**src/rtl/per_bus_arbiter.sv**
```systemverilog
// per_bus_arbiter: shares the peripheral bus between M0 (CPU) and M1 (UART loader).
// Each access is a fixed ACCESS_CYCLES chip-select window followed by a one-cycle ack.
// Optional build macro: PER_BUS_ARB_RR_EN -- round-robin on ties (default: M0 fixed priority).
module per_bus_arbiter #(
    parameter int unsigned DATA_WIDTH    = 16,
    parameter int unsigned ADDR_WIDTH    = 10,
    parameter int unsigned ACCESS_CYCLES = 1
) (
    input  logic                  i_clk,
    input  logic                  i_rst,
    input  logic                  i_req0,
    input  logic [ADDR_WIDTH-1:0] i_addr0,
    input  logic                  i_w_r0,
    input  logic [DATA_WIDTH-1:0] i_wdata0,
    output logic                  o_gnt0,
    output logic                  o_ack0,
    input  logic                  i_req1,
    input  logic [ADDR_WIDTH-1:0] i_addr1,
    input  logic                  i_w_r1,
    input  logic [DATA_WIDTH-1:0] i_wdata1,
    output logic                  o_gnt1,
    output logic                  o_ack1,
    output logic [DATA_WIDTH-1:0] o_rdata,
    output logic [ADDR_WIDTH-1:0] o_addr,
    output logic                  o_cs,
    output logic                  o_w_r,
    output logic [DATA_WIDTH-1:0] o_wdata,
    input  logic [DATA_WIDTH-1:0] i_rdata
);

    localparam int unsigned CNT_W = 4;

    // Reject window lengths the 4-bit counter cannot represent.
    if (ACCESS_CYCLES < 1 || ACCESS_CYCLES > 15) begin : g_bad_access_cycles
        $error("per_bus_arbiter: ACCESS_CYCLES must be in 1..15");
    end

    typedef enum logic [1:0] {
        IDLE   = 2'd0,
        ACCESS = 2'd1,
        DONE   = 2'd2
    } state_t;

    state_t           state;
    logic [CNT_W-1:0] cnt;
    logic             owner1;   // 1 when M1 owns the current transaction
    logic             win1_c;   // M1 wins arbitration this cycle

`ifdef PER_BUS_ARB_RR_EN
    logic last1;                // last-grant pointer, 1 = M1 was served last

    // Tie goes to the master that was not served last.
    assign win1_c = i_req1 & (~i_req0 | ~last1);
`else
    // Tie always goes to the CPU.
    assign win1_c = i_req1 & ~i_req0;
`endif

    // Arbitration FSM with registered bus, grant and ack outputs.
    always_ff @(posedge i_clk or posedge i_rst) begin
        if (i_rst) begin
            state   <= IDLE;
            cnt     <= '0;
            owner1  <= 1'b0;
            o_gnt0  <= 1'b0;
            o_gnt1  <= 1'b0;
            o_ack0  <= 1'b0;
            o_ack1  <= 1'b0;
            o_cs    <= 1'b0;
            o_w_r   <= 1'b0;
            o_addr  <= '0;
            o_wdata <= '0;
            o_rdata <= '0;
`ifdef PER_BUS_ARB_RR_EN
            last1   <= 1'b1;
`endif
        end else begin
            case (state)
                IDLE: begin
                    if (i_req0 || i_req1) begin
                        state   <= ACCESS;
                        cnt     <= '0;
                        owner1  <= win1_c;
                        o_gnt0  <= ~win1_c;
                        o_gnt1  <= win1_c;
                        o_cs    <= 1'b1;
                        o_addr  <= win1_c ? i_addr1  : i_addr0;
                        o_w_r   <= win1_c ? i_w_r1   : i_w_r0;
                        o_wdata <= win1_c ? i_wdata1 : i_wdata0;
                    end
                end
                ACCESS: begin
                    if (cnt == CNT_W'(ACCESS_CYCLES - 1)) begin
                        state  <= DONE;
                        o_cs   <= 1'b0;
                        o_ack0 <= ~owner1;
                        o_ack1 <= owner1;
                        if (!o_w_r) begin
                            o_rdata <= i_rdata;
                        end
                    end else begin
                        cnt <= cnt + CNT_W'(1);
                    end
                end
                DONE: begin
                    state  <= IDLE;
                    o_ack0 <= 1'b0;
                    o_ack1 <= 1'b0;
                    o_gnt0 <= 1'b0;
                    o_gnt1 <= 1'b0;
`ifdef PER_BUS_ARB_RR_EN
                    last1  <= owner1;
`endif
                end
                default: begin
                    state <= IDLE;
                end
            endcase
        end
    end

endmodule

```
**config.mk**
```make
export PLATFORM = sky130hd
export DESIGN_NAME = per_bus_arbiter
export DESIGN_NICKNAME = d
export VERILOG_FILES = /design/src/rtl/per_bus_arbiter.sv
export SDC_FILE = /design/constraint.sdc
export NUM_CORES = 1
export LEC_CHECK = 0
export BUFFER_PORTS_ARGS = -buffer_cell sky130_fd_sc_hd__buf_2
export CAP_MARGIN = 20
export CORE_UTILIZATION = 30
export DETAILED_ROUTE_END_ITERATION = 10
export GPL_ROUTABILITY_DRIVEN = 0
export GPL_TIMING_DRIVEN = 0
export HOLD_SLACK_MARGIN = 0.15
export SLEW_MARGIN = 10
export SYNTH_ARGS = -nofsm -noshare
export SYNTH_HDL_FRONTEND = slang
export SYNTH_SLANG_ARGS = --single-unit
```
**constraint.sdc**
```tcl
create_clock -name i_clk -period 2.7 [get_ports i_clk]
set_clock_uncertainty 0.2 [all_clocks]
set_input_delay 0 -clock i_clk [delete_from_list [all_inputs] [get_ports i_clk]]
set_output_delay 0 -clock i_clk [all_outputs]
set_load 0.005 [all_outputs]
```
## Yosys cells after proc, flatten, opt, wreduce, memory -nomap -nowiden

Cells that the tools add are included.
Widths: inputs -> output; s select.

| word-level totals | value |
|---|---|
| register bits | 55 |

| operators by class | value |
|---|---|
| equal/unequal tests | 5 |
| bitwise logic cells | 5 |
| multiplexer cells | 20 |
| add/subtract/negate cells | 1 |
| reduce and logical (&&, ||, !) cells | 13 |

Operators with widths:

| operator | number |
|---|---|
| $mux 16 | 1 |
| $mux 10 | 1 |
| $pmux 1 s2 | 5 |
| $reduce_and 3->1 | 3 |
| $mux 4 | 2 |
| $pmux 4 s2 | 1 |
| $reduce_and 2->1 | 4 |
| $mux 1 | 7 |
| $ne 2x2->1 const B | 3 |
| $reduce_bool 2->1 | 3 |
| $add 4x1->4 const B | 1 |
| $logic_not 4->1 | 1 |
| $mux 2 | 2 |
| $not 1->1 | 4 |
| $pmux 2 s2 | 1 |
| $eq 2x1->1 const B | 1 |
| $eq 2x2->1 const B | 1 |
| $logic_not 2->1 | 1 |
| $and 1x1->1 | 1 |
| $logic_or 1x1->1 | 1 |

## Depth between registers and ports, before layout

Gate-level depths: netlist of run 1.

| logic depth | value |
|---|---|
| depth in word-level cells | 5 |
| mapped depth | 7 |
| mapped depth without buffers | 5 |

## Worst setup path before layout of run 1

Ideal clock, no wire load.

| timing | value |
|---|---|
| kind | reg2reg |
| from | reg cnt[0] |
| to | reg o_rdata[0] |
| path buffers | 2 |
| data required time | 2.375 ns |
| arrival time | 1.824 ns |
| stages on the path, launching flop included | 8 |
| period minus slack after synthesis | 2.149 ns |
| path slack | 0.551 ns |
| path through | dfrtp_1 -> inv_1 -> ha_1 -> or3b_1 -> buf_2 -> nor3_4 -> buf_8 -> mux2_2 |

| on the way | value |
|---|---|
| cells in the longest elaborated chain, start to end | 2 |

RTL lines:

| what | line | RTL |
|---|---|---|
| start, declared | 45 | `logic [CNT_W-1:0] cnt;` |
| start signal, assigned | 102 | `cnt <= cnt + CNT_W'(1);` |
| $logic_not 4->1 | 93 | `if (cnt == CNT_W'(ACCESS_CYCLES - 1)) begin` |
| $reduce_and 3->1 (no source line) | n/a |  |
| end signal, assigned | 99 | `o_rdata <= i_rdata;` |
| end, declared | 23 | `output logic [DATA_WIDTH-1:0] o_rdata,` |

No other way between the ends.
A chain may end at the register's enable or synchronous reset.

## Final worst setup path of run 1

| timing | value |
|---|---|
| from | reg state[1] |
| to | reg o_wdata[10] |

| on the way | value |
|---|---|
| cells in the longest elaborated chain, start to end | 2 |

RTL lines:

| what | line | RTL |
|---|---|---|
| start, declared | 44 | `state_t state;` |
| start signal, assigned | 62 | `state <= IDLE;` |
| start signal, assigned | 81 | `state <= ACCESS;` |
| start signal, assigned | 94 | `state <= DONE;` |
| $logic_not 2->1 | 78 | `case (state)` |
| $reduce_and 2->1 (no source line) | n/a |  |
| end signal, assigned | 89 | `o_wdata <= win1_c ? i_wdata1 : i_wdata0;` |
| end, declared | 27 | `output logic [DATA_WIDTH-1:0] o_wdata,` |

No other way between the ends.

==> summary.txt, run 1 <==
# DRC - 0
Final Setup Violations - 0
switching pwr - 1.20 mW
worst r2r path cells - 6
number of setup buffers added after CTS - 0
gr ovfl total - 0
Multi-input gate area - 901 µm²
setup slack, reg-to-reg - 0.27 ns
H-Tree Depth - 2
cell with the most instances after synthesis - dfrtp_1
CP endpoint kind - flip-flop
fin cells - 486
average vias per placed instance - 4.66
asr flop ratio synth - 100%
cell family with most CP delay - buffers and inverters
Pwr per Cell Area - 938 nW/µm²
Clk pwr share - 16.9%
Net Sw Frac - 32.0%
Clock Sinks - 55
CTS tree - built
share of the synthesized area in the top cell type - 58.3%
prevailing post-synth register cell - dfrtp_1
synthesized net count - 259
Avg WL per Cell - 13.6 µm
synth warn - 0
Mapped Area - 2360 µm²
initial antenna violation count - 0
Max-cap violations - 0
Starting DRT DRC Count - 85
part of the power in registers - 38.9%
Die Span Y - 90.7 µm
CP max-delay cell - dlygate4sd3_1
Clock Tree Root - clkbuf_8
gr usage total - 16.8%
fraction of layout cells with a size suffix above 1 - 40.8%
placed insts - 404
crit path kind - flip-flop to flip-flop
Final Max Slew Viols - 0
global-route wire length before repair - 11.0 mm
EDFF count, synth - 0
RSZ-0062 raised after global routing - no
P&R area growth vs syn - 68.7%
Worst EP required - 2.74 ns
# IOs - 122
P_int - 2.54 mW
Via Count - 2263
worst slew pin tran - 0.732 ns
critical path cell sequence - nor2_1 > and2_1 > buf_2 > clkbuf_1 > a221o_1 > dlygate4sd3_1
maximum VDD drop - 0.371 mV
Mapped Cells - 183
Diodes inserted - 0
final wirelength - 6.62 mm
final period utilization - 90.1%
Min Clock Period, post-route - 2.43 ns
Sum Neg Setup Slack - 0 ns
synth cell count leaders - dfrtp_1, and2_1, a221o_1, mux2_2, inv_1
pin count of the biggest net entering global routing - 39
final net count - 462
1st-pass router iterations - 4
Skew-Pair Late Insertion Delay - 0.30 ns
CP max stage delay - 0.54 ns
final hold violations - 0
Reg area - 1380 µm²
core box area - 7450 µm²
reg2reg end - o_wdata[10]
Crit path arrival time - 2.48 ns
CP max FO - 10
Die X - 90.7 µm
Hold Slack - 0.259 ns
Yosys reg bits - 55
Worst-path clk slew - 0.10 ns
hold path endpoint - o_wdata[5]
CP Launch Type - flip-flop
# rows - 31
synth unique cells - 31
status - finished clean
Initial Util - 31.7%
Worst Hold Depth - 3
total CTS buffers - 5
most area-consuming cells after synthesis - dfrtp_1, a221o_1, mux2_2
Post-DP HPWL - 4.05 mm
HP Class - input pin to flip-flop
Post-DRT Antenna Nets - 0
hold_sp - i_wdata0[5]
area of the die - 8230 µm²
max frequency - 0.411 GHz
PortBufs - 121
Avg Cell Area, Syn - 12.9 µm²
Seq/Total Area, Yosys - 58.3%
Longest Clk Path Bufs - 2
cell taking the most area after synthesis - dfrtp_1
Worst slew margin - 51.1%
fill cell count - 663
number of global-route vias before repair - 2374
worst reg2reg path startpoint - state[1]
combinational share of power - 44.2%
buffer and inverter count on the worst path - 3
Leak - 1.95 nW
power by group through the flow:
stage,Combinational (mW),Sequential (mW),Clock (mW)
2_1_floorplan,0.856,1.48,0
3_3_place_gp,1.45,1.46,0
3_5_place_dp,1.49,1.45,0
4_1_cts,1.65,1.45,0.659
5_1_grt,1.81,1.51,0.682
6_report,1.65,1.45,0.632
registers in the layout, summed over array words and instances (netlist names):
name,flops
o_gnt1,1
o_ack0,1
owner1,1
o_wdata,16
o_w_r,1
state,2
o_cs,1
o_rdata,16
o_addr,10
o_ack1,1
o_gnt0,1
cnt,4
how the worst max path moves through the flow:
| stage | start | end | slack (ns) | cells after the start |
|---|---|---|---|---|
| 2_1_floorplan | cnt[0] | o_rdata[0] | 0.55 | 7 |
| 3_3_place_gp | cnt[0] | o_rdata[15] | 0.40 | 7 |
| 3_5_place_dp | cnt[0] | o_rdata[15] | 0.37 | 7 |
| 4_1_cts | state[1] | o_wdata[10] | 0.23 | 6 |
| 5_1_grt | state[1] | o_wdata[10] | 0.12 | 6 |
| 6_report | state[1] | o_wdata[10] | 0.27 | 6 |
cells in the final DEF, fill, tap and decap left out, types with 3 or more instances in the layout:
| cell type | Yosys | layout |
|---|---|---|
| clkbuf_1 | 6 | 7 |
| dlygate4sd3_1 | 0 | 74 |
| clkbuf_8 | 0 | 5 |
| nand2_1 | 6 | 6 |
| a221o_1 | 27 | 27 |
| and2_1 | 28 | 28 |
| inv_1 | 7 | 6 |
| nand3_1 | 3 | 3 |
| mux2_2 | 16 | 16 |
| o21ai_0 | 4 | 4 |
| dfrtp_1 | 55 | 55 |
| buf_2 | 4 | 125 |
per-layer routing:
metal / GRT usage [%] / vias to the layer above / routed length [µm]
met3: 3.11 / 13 / 400
li1: - / 1082 / -
met1: 19.2 / 1065 / 2830
met5: 0 / - / 0
met2: 30.9 / 103 / 3240
met4: 6.05 / 0 / 145
tightest hold or removal path: cells and delay by family:
| family | cells | cell delay [ns] |
|---|---|---|
| compound gates | 1 | 0.12 |
| buf+inv | 2 | 0.61 |
cells by family after synthesis:
family          after synthesis  share of synthesized area [%]
compound gates               40                           15.2
flops                        55                           58.3
mux                          17                           8.06
simple gates                 51                           13.8
buf+inv                      18                           3.55
fa+ha+maj                     2                           1.06
final cells by class:
type                            instances  share of cell area [%]
Clock inverter                          2                    1.51
Sequential cell                        55                    34.5
Buffer                                 11                    1.44
Timing Repair Buffer                  196                    34.3
Tap cell                               99                    3.11
Clock buffer                            6                    1.82
Inverter                                7                   0.660
Multi-Input combinational cell        110                    22.6
per-stage QoR:
stage	instance area, µm²	power, mW	util (%)	worst slack, ns
CTS	3980	3.76	53.5	0.228
global placement	3090	2.91	41.5	0.405
detailed placement	3110	2.94	41.8	0.374
finish	3980	3.74	53.5	0.268
global route	3980	4.00	53.5	0.118
floorplan	2360	2.33	-	0.551
repair_timing:
action	in CTS	in global routing
hold buffers	74	0
hold endpoints to repair	105	0
gates resized for setup	0	0
No activity file was read; power rests on OpenSTA's default activity.
==> run 2, diff against run 1 <==
GPL_TIMING_DRIVEN = unset   (was 0)
==> run 2 against run 1 <==
Effect of this change: combinational power up 11%; register-to-register slack better by 0.04 ns; critical path depth down 1; cell area down 0.47%; first-iteration DRC count up 1.2%; worst setup slack better by 0.040 ns; critical endpoint is now o_addr[9]; die area unchanged.
==> summary.txt, run 2 (same netlist as run 1, synthesis figures left out) <==
H-Tree Depth - 2 (unchanged)
setup slack, reg-to-reg - 0.31 ns (was 0.27 ns)
number of setup buffers added after CTS - 0 (unchanged)
final hold violations - 0 (unchanged)
CP Launch Type - flip-flop (unchanged)
Hold Slack - 0.255 ns (was 0.259 ns)
HP Class - input pin to flip-flop (unchanged)
reg2reg end - o_addr[9] (was o_wdata[10])
Total Power - 3.94 mW (was 3.74 mW)
Max-cap violations - 0 (unchanged)
final wirelength - 6.43 mm (was 6.62 mm)
Longest Clk Path Bufs - 2 (unchanged)
PortBufs - 121 (unchanged)
cell family with most CP delay - buffers and inverters (unchanged)
Pwr per Cell Area - 992 nW/µm² (was 938 nW/µm²)
area of the die - 8230 µm² (unchanged)
global-route wire length before repair - 10.8 mm (was 11.0 mm)
Leak - 1.96 nW (was 1.95 nW)
average vias per placed instance - 4.61 (was 4.66)
Min Clock Period, post-route - 2.39 ns (was 2.43 ns)
RSZ-0062 raised after global routing - no (unchanged)
commonest non-fill, non-tap cells in the layout - buf_2, dlygate4sd3_1, dfrtp_1 (unchanged)
CP max-delay cell - dlygate4sd3_1 (unchanged)
final net count - 456 (was 462)
Final Setup Violations - 0 (unchanged)
Sum Neg Setup Slack - 0 ns (unchanged)
Crit path arrival time - 2.39 ns (was 2.48 ns)
Worst-path clk slew - 0.10 ns (about the same)
P&R area growth vs syn - 67.9% (was 68.7%)
Worst EP required - 2.70 ns (was 2.74 ns)
Clock Tree Root - clkbuf_8 (unchanged)
# rows - 31 (unchanged)
Final Max Slew Viols - 0 (unchanged)
biggest regs - o_rdata: 16 flops, o_wdata: 16 flops, o_addr: 10 flops (unchanged)
Worst slew margin - 63.4% (was 51.1%)
fill cell count - 682 (was 663)
Clock Sinks - 55 (unchanged)
# DRC - 0 (unchanged)
critical path cell sequence - nor2_1 > buf_4 > and2_2 > a221o_1 > dlygate4sd3_1 (was nor2_1 > and2_1 > buf_2 > clkbuf_1 > a221o_1 > dlygate4sd3_1)
Avg WL per Cell - 13.4 µm (was 13.6 µm)
most common library cell in the layout ignoring fill and taps - buf_2 (unchanged)
CP max stage delay - 0.56 ns (was 0.54 ns)
worst slew pin tran - 0.549 ns (was 0.732 ns)
worst r2r path cells - 5 (was 6)
gr usage total - 16.3% (was 16.8%)
total CTS buffers - 5 (unchanged)
worst reg2reg path startpoint - state[1] (unchanged)
fraction of layout cells with a size suffix above 1 - 42.0% (was 40.8%)
crit path kind - flip-flop to flip-flop (unchanged)
Starting DRT DRC Count - 86 (was 85)
Post-DRT Antenna Nets - 0 (unchanged)
Skew-Pair Late Insertion Delay - 0.31 ns (was 0.30 ns)
status - finished clean (unchanged)
max frequency - 0.418 GHz (was 0.411 GHz)
core box area - 7450 µm² (unchanged)
Worst Hold Depth - 3 (unchanged)
gr ovfl total - 0 (unchanged)
end of the critical path - o_addr[9] (was o_wdata[10])
pin count of the biggest net entering global routing - 33 (was 39)
number of global-route vias before repair - 2289 (was 2374)
Post-DP HPWL - 3.93 mm (was 4.05 mm)
Die X - 90.7 µm (unchanged)
# IOs - 122 (unchanged)
CTS tree - built (unchanged)
1st-pass router iterations - 4 (unchanged)
Stages on worst setup path - 5 (was 6)
initial antenna violation count - 0 (unchanged)
buffer and inverter count on the worst path - 2 (was 3)
CP max FO - 27 (was 10)
Via Count - 2215 (was 2263)
maximum VDD drop - 0.440 mV (was 0.371 mV)
Initial Util - 31.7% (unchanged)
Die Span Y - 90.7 µm (unchanged)
Diodes inserted - 0 (unchanged)
CP Launch Point - state[1] (unchanged)
final period utilization - 88.6% (was 90.1%)
CP endpoint kind - flip-flop (unchanged)
-- run 2: cell count changes in the layout (fill, tap and decap cells not counted), sizes merged --
cell | previous run | this run
clkinvlp | 0 | 1
clkbuf | 12 | 5
-- run 2: power by group --
| part | switching [mW] | leakage, nW | internal [mW] |
|---|---|---|---|
| registers | 0.243 | 0.674 | 1.22 |
| clock network | 0.270 | 0.0644 | 0.370 |
| logic | 0.709 | 1.22 | 1.12 |
| total | 1.22 | 1.96 | 2.71 |
-- run 2: how the worst min path moves through the flow --
stage / startpoint / end
2_1_floorplan: i_addr0[0] / o_addr[0]
3_3_place_gp: i_rst / o_addr[4]
3_5_place_dp: i_rst / o_addr[4]
4_1_cts: i_rdata[4] / o_rdata[4]
5_1_grt: i_rdata[13] / o_rdata[13]
6_report: i_rdata[6] / o_rdata[6]
-- run 2: final cells by class --
class,count,area (µm²),share of cell area (%)
timing repair buffer,201,1390,35.1
sequential,55,1380,34.7
multi-input combinational,110,911,23.0
tap,99,124,3.12
clock buffer,5,68.8,1.74
clock inverter,3,67.6,1.70
inverter,7,26.3,0.663
-- run 2: worst reg2reg max path: cells and delay by family (launching register included) --
| family | cells | cell delay, ns |
|---|---|---|
| AO/OA/AOI/OAI | 1 | 0.44 |
| buffers and inverters | 2 | 0.71 |
| flip-flops | 1 | 0.50 |
| AND/OR/NAND/NOR | 2 | 0.45 |
-- run 2: what timing repair did --
action / CTS / global route
setup endpoints to repair: 0 / 27
hold buffers: 74 / 0
endpoints found under the hold margin: 106 / 0
gates resized for setup: 0 / 1
-- run 2: metrics by stage --
step	cell area [µm²]	instances	setup slack [ns]	util, %
floorplan	2360	183	0.551	-
global placement	3090	398	0.566	41.4
detailed placement	3090	398	0.527	41.4
CTS	3960	480	0.0313	53.2
global route	3970	480	0.195	53.2
finish	3970	480	0.309	53.2
-- run 2: per-layer routing --
metal	track usage [%]	share of wire, %	up-vias
met3	2.78	5.4	9
met4	5.51	1.6	0
met5	0	0	-
li1	-	-	1064
met1	20.1	44	1047
met2	28.7	49	95
